### config.mk
export PLATFORM = sky130hd
export DESIGN_NAME = systolic_drain
export DESIGN_NICKNAME = d
export VERILOG_FILES = /design/src/rtl/systolic_pkg.sv /design/src/rtl/systolic_drain_sat.sv /design/src/rtl/systolic_drain.sv
export SDC_FILE = /design/constraint.sdc
export NUM_CORES = 1
export LEC_CHECK = 0
export BUFFER_PORTS_ARGS = -buffer_cell sky130_fd_sc_hd__buf_2
export CAP_MARGIN = 20
export CORE_AREA = 2 2 253 255
export DETAILED_ROUTE_END_ITERATION = 8
export DIE_AREA = 0 0 255 257
export SYNTH_ARGS = -nofsm -noshare
export SYNTH_HDL_FRONTEND = slang
export SYNTH_SLANG_ARGS = --single-unit
### constraint.sdc
create_clock -name clk -period 44.8 [get_ports clk]
set_input_delay 4.48 -clock clk [delete_from_list [all_inputs] [get_ports clk]]
set_output_delay 4.48 -clock clk [all_outputs]
set_load 0.005 [all_outputs]
### src/rtl/systolic_pkg.sv
// systolic_pkg: shared definitions for the systolic array result path.
//   drain_state_t       - drain FSM states (IDLE, WAIT, CAPTURE, STREAM)
//   ACC_W               - accumulator lane width
//   SAT_MAX / SAT_MIN   - signed 16-bit clamp bounds for optional saturation
package systolic_pkg;

    localparam int ACC_W = 32;

    localparam logic signed [ACC_W-1:0] SAT_MAX = 32'sh0000_7FFF;
    localparam logic signed [ACC_W-1:0] SAT_MIN = -32'sh0000_8000;

    typedef enum logic [1:0] {
        IDLE    = 2'd0,
        WAIT    = 2'd1,
        CAPTURE = 2'd2,
        STREAM  = 2'd3
    } drain_state_t;

endpackage

### src/rtl/systolic_drain_sat.sv
// systolic_drain_sat: combinational signed clamp of a 32-bit accumulator
// into the signed 16-bit range.
//   din  - 32-bit signed accumulator value
//   dout - clamped 16-bit signed value (caller sign-extends)
module systolic_drain_sat
    import systolic_pkg::*;
(
    input  logic [ACC_W-1:0] din,
    output logic [15:0]      dout
);

    always_comb begin
        dout = din[15:0];
        if ($signed(din) > SAT_MAX) begin
            dout = SAT_MAX[15:0];
        end else if ($signed(din) < SAT_MIN) begin
            dout = SAT_MIN[15:0];
        end
    end

endmodule

### src/rtl/systolic_drain.sv
// systolic_drain: result-side reader for an M x N systolic array.
// Waits k_len+M+N-1 cycles after start, snapshots all accumulators while
// pulsing acc_clear, then streams one row per valid/ready beat.
//   clk, rst         - clock, asynchronous active-high reset
//   start, k_len     - pass launch pulse and inner dimension K
//   c_in             - flattened accumulators, element (i,j) at [(i*N+j)*32 +: 32]
//   acc_clear        - one-cycle clear strobe to all PEs
//   busy             - high whenever not IDLE
//   out_valid/ready  - row handshake; out_data/out_row/out_last describe the beat
//   overrun          - sticky, start seen while busy
// Optional macro SYSTOLIC_DRAIN_SAT_EN clamps each captured element to
// signed 16 bits, sign-extended into its 32-bit lane.
module systolic_drain
    import systolic_pkg::*;
#(
    parameter int M   = 4,
    parameter int N   = 4,
    parameter int K_W = 8,
    localparam int RW = (M > 1) ? $clog2(M) : 1
) (
    input  logic                   clk,
    input  logic                   rst,
    input  logic                   start,
    input  logic [K_W-1:0]         k_len,
    input  logic [M*N*ACC_W-1:0]   c_in,
    output logic                   acc_clear,
    output logic                   busy,
    output logic                   out_valid,
    input  logic                   out_ready,
    output logic [N*ACC_W-1:0]     out_data,
    output logic [RW-1:0]          out_row,
    output logic                   out_last,
    output logic                   overrun
);

    localparam int CW = K_W + 1 + $clog2(M + N);

    drain_state_t         state, state_nx;
    logic [CW-1:0]        cnt, cnt_nx;
    logic [RW-1:0]        row_nx;
    logic [M*N*ACC_W-1:0] snap, cap_val;
    logic                 hs;

    // out_valid is a registered copy of (state == STREAM), so this handshake
    // never feeds back combinationally into out_valid.
    assign hs = out_valid & out_ready;

    genvar e;
    generate
        for (e = 0; e < M*N; e++) begin : g_cap
`ifdef SYSTOLIC_DRAIN_SAT_EN
            logic [15:0] sat16;
            systolic_drain_sat u_sat (
                .din  (c_in[e*ACC_W +: ACC_W]),
                .dout (sat16)
            );
            assign cap_val[e*ACC_W +: ACC_W] = {{(ACC_W-16){sat16[15]}}, sat16};
`else
            assign cap_val[e*ACC_W +: ACC_W] = c_in[e*ACC_W +: ACC_W];
`endif
        end
    endgenerate

    always_comb begin
        state_nx = state;
        cnt_nx   = cnt;
        row_nx   = out_row;
        case (state)
            IDLE: begin
                if (start) begin
                    cnt_nx   = CW'(k_len) + CW'(M + N - 1);
                    state_nx = WAIT;
                end
            end
            WAIT: begin
                cnt_nx = cnt - 1'b1;
                if (cnt == CW'(1)) begin
                    state_nx = CAPTURE;
                end
            end
            CAPTURE: begin
                row_nx   = '0;
                state_nx = STREAM;
            end
            STREAM: begin
                if (hs) begin
                    if (out_row == RW'(M - 1)) begin
                        state_nx = IDLE;
                    end else begin
                        row_nx = out_row + 1'b1;
                    end
                end
            end
            default: state_nx = IDLE;
        endcase
    end

    // Status outputs are registered from the next-state decode so they line
    // up with the state they describe without any output-side logic.
    always_ff @(posedge clk or posedge rst) begin
        if (rst) begin
            state     <= IDLE;
            cnt       <= '0;
            out_row   <= '0;
            snap      <= '0;
            acc_clear <= 1'b0;
            busy      <= 1'b0;
            out_valid <= 1'b0;
            out_last  <= 1'b0;
            overrun   <= 1'b0;
        end else begin
            state     <= state_nx;
            cnt       <= cnt_nx;
            out_row   <= row_nx;
            acc_clear <= (state_nx == CAPTURE);
            busy      <= (state_nx != IDLE);
            out_valid <= (state_nx == STREAM);
            out_last  <= (state_nx == STREAM) && (row_nx == RW'(M - 1));
            // Snapshot is taken on the same edge the PEs see acc_clear, so it
            // holds the pre-clear values.
            if (state == CAPTURE) begin
                snap <= cap_val;
            end
            if (start && (state != IDLE)) begin
                overrun <= 1'b1;
            end
        end
    end

    assign out_data = snap[int'(out_row)*N*ACC_W +: N*ACC_W];

endmodule

==> reports/metrics.yaml <==
timing:
  period_needed_ns: 7.72
  post-route-period-util: 0.172
  slew-limit-headroom: 0.261
  finalSetupTns_ns: 0
  clock.fmax_mhz: 130
  drv_slew: 0
  finClkSkew_ns: 0.0129
  worst_pin_slew_ns: 1.11
  rsz0062_at_grt: "false"
  hold_viol: 0
  fin_hold_ws_ns: 0.479
  setup_viol: 0
yosys:
  synth_cells: 1362
  synth_edf_count: 0
  synth_most_common_cell: "dfrtp_1"
  synthArstFlopShare: 1.00
  synth_top_area_frac: 0.579
  synth_area_um2: 23000
  synth.net_count: 1889
  synth_seq_cells: 533
  synth.distinct_cells: 44
  synth_area_leaders: "dfrtp_1 58%, mux2_2 25%, mux4_2 13%"
  yosys.area.top_type: "dfrtp_1"
  ys.flop_type: "dfrtp_1"
  yosys_warnings: 0
  yosysSeqAreaShare: 0.579
  synthTopCellsByCount: "533 x dfrtp_1, 512 x mux2_2, 128 x mux4_2"
  synth.avg_cell_area_um2: 16.9
setup_path:
  critPathCaptureType: "output port"
  critPathLaunch: "out_row[0]"
  start_kind: "register"
  rr_worst_depth: 6
  r2r_setup_slack_ns: 40.99
  reg2reg_from: "state[1]"
  crit_path_end: "out_data[3]"
  r2r-end: "snap[389]"
  critical_path.max_fanout: 52
  worstPathRequired_ns: 40.32
  crit_type: "reg2out"
  arrival_ns: 3.24
finish:
  num-fill-cells: 5602
  multiInputGateArea_um2: 9260
  seqCellArea_um2: 13300
  final_nets: 2530
  drive_gt1_frac: 0.690
  final_cell_area_um2: 29200
  syn2layout_area_growth_pct: 26.7
routing:
  ant_nets: 0
  dr.pass1.iters: 6
  wl_um: 61300
  routedWlPerCell_um: 21.0
  num_vias: 14400
  drc: 0
  vias_per_cell: 4.92
  dr.first_iter.drc_count: 600
clock_tree:
  cts_tree: "yes"
  post_cts_buffers: 0
  cts_resized: 0
  numCtsBuffers: 57
  ctsHtreeMaxLevel: 2
  clk_pin_slew_ns: 0.06
  cts_max_path_buffers: 3
  clock-sinks: 533
  cts.hold.buffers_added: 0
  clk_latency_ns: 0.60
  clock-root-buffer: "clkbuf_16"
die:
  dieArea_um2: 65500
  die_y_um: 257
  fp.dieW_um: 255
  ioPinCount: 659
  start_util: 0.367
  coreArea_um2: 62700
  num_rows: 92
grt:
  grt_pass1_wl_um: 92600
  antenna_found_initial: 53
  track_usage: 0.184
  first_global_vias: 16000
  overflow: 0
  grt_max_degree: 195
place:
  place_area_um2: 27100
  gp_congestion: 0.827
  io_buffers: 658
  dp_hpwl_um: 43800
job:
  maxCapViolCount: 0
pwr:
  power_density_nw_per_um2: 35.1
  ir_drop_mv: 0.0267
  p_leak_nw: 15.0
hold_path:
  worstHoldPathType: "reg2reg"
outcome:
  outcome: "finished clean"
==> layout make-up <==
type	count	share of cell area
repair buffers	673	0.119
clock buffers	87	0.0590
clock inverters	17	0.00767
inverters	7	0.00116
diodes	32	0.00274
multi-input cells	731	0.317
flip-flops and latches	533	0.457
well taps	846	0.0363
==> worst min path at each step <==
stage / from / end / cells after the start
3_3_place_gp: cnt[10] / cnt[10] / 1
3_5_place_dp: overrun / overrun / 1
4_1_cts: cnt[11] / cnt[11] / 1
5_1_grt: snap[398] / snap[398] / 1
2_1_floorplan: cnt[11] / cnt[11] / 1
6_report: overrun / overrun / 1
==> placed cells by master, fill, tap and decap left out, types with 2 or more instances in the layout <==
cell / synthesis / final
nor2b_1: 5 / 4
nor3_1: 5 / 5
clkbuf_8: 0 / 14
buf_2: 60 / 658
o211ai_1: 2 / 2
bufinv_16: 0 / 5
o21bai_1: 2 / 2
buf_12: 0 / 2
clkbuf_16: 0 / 59
nand2_1: 9 / 9
a21oi_1: 5 / 5
inv_6: 0 / 2
nand3_1: 2 / 2
ha_1: 3 / 3
o21ai_0: 8 / 8
diode_2: 0 / 32
nor4_1: 4 / 4
nand2b_1: 3 / 3
clkbuf_1: 21 / 14
or3_1: 2 / 2
buf_16: 0 / 2
mux4_2: 128 / 128
buf_4: 0 / 11
dfrtp_4: 0 / 2
inv_1: 7 / 6
nor2_1: 9 / 9
dfrtp_1: 533 / 531
mux2_2: 512 / 512
xnor2_1: 6 / 6
o22ai_1: 2 / 2
mux2i_1: 4 / 4
clkinv_2: 0 / 8
==> flip-flops by register name, summed over array words and instances (netlist names) <==
name       count
snap         512
cnt           12
out_row        2
state          2
acc_clear      1
busy           1
out_last       1
out_valid      1
overrun        1
==> cell families after synthesis <==
group / count (synthesis) / synth area share
AOI/OAI and AO/OA: 27 / 0.00755
DFF: 533 / 0.579
adders and majority gates: 3 / 0.00163
muxes: 644 / 0.377
and+or+nand+nor: 50 / 0.0125
xor gates and xnor gates: 7 / 0.00266
buffers and inverters: 98 / 0.0193
==> metrics by stage <==
stage,total power [mW],utilization,cells,worst slack (ns)
6_report,1.02,0.465,2926,37.08
5_1_grt,1.07,0.465,2918,36.77
4_1_cts,1.04,0.463,2892,36.92
3_5_place_dp,0.546,0.432,2788,37.34
3_3_place_gp,0.545,0.432,2788,37.42
2_1_floorplan,0.516,-,1362,25.42
==> per-layer routing <==
layer  up-vias  GRT usage  share of wire
met5         -          0         0.0038
met2       492      0.312           0.50
met3       134     0.0722          0.094
li1       6432          -              -
met1      7287      0.208           0.38
met4        38     0.0723          0.030
==> worst max-delay path, cell delays in order (launching register included) <==
cell and delay [ns]:
dfrtp_4 0.95, buf_4 0.79, mux4_2 0.60, buf_2 0.15
==> power breakdown <==
part | internal [mW] | switching [mW]
logic | 0.0233 | 0.0230
registers | 0.486 | 0.00505
clock network | 0.292 | 0.194
total | 0.801 | 0.222
Note: power is estimated with default switching activity, not from simulation.
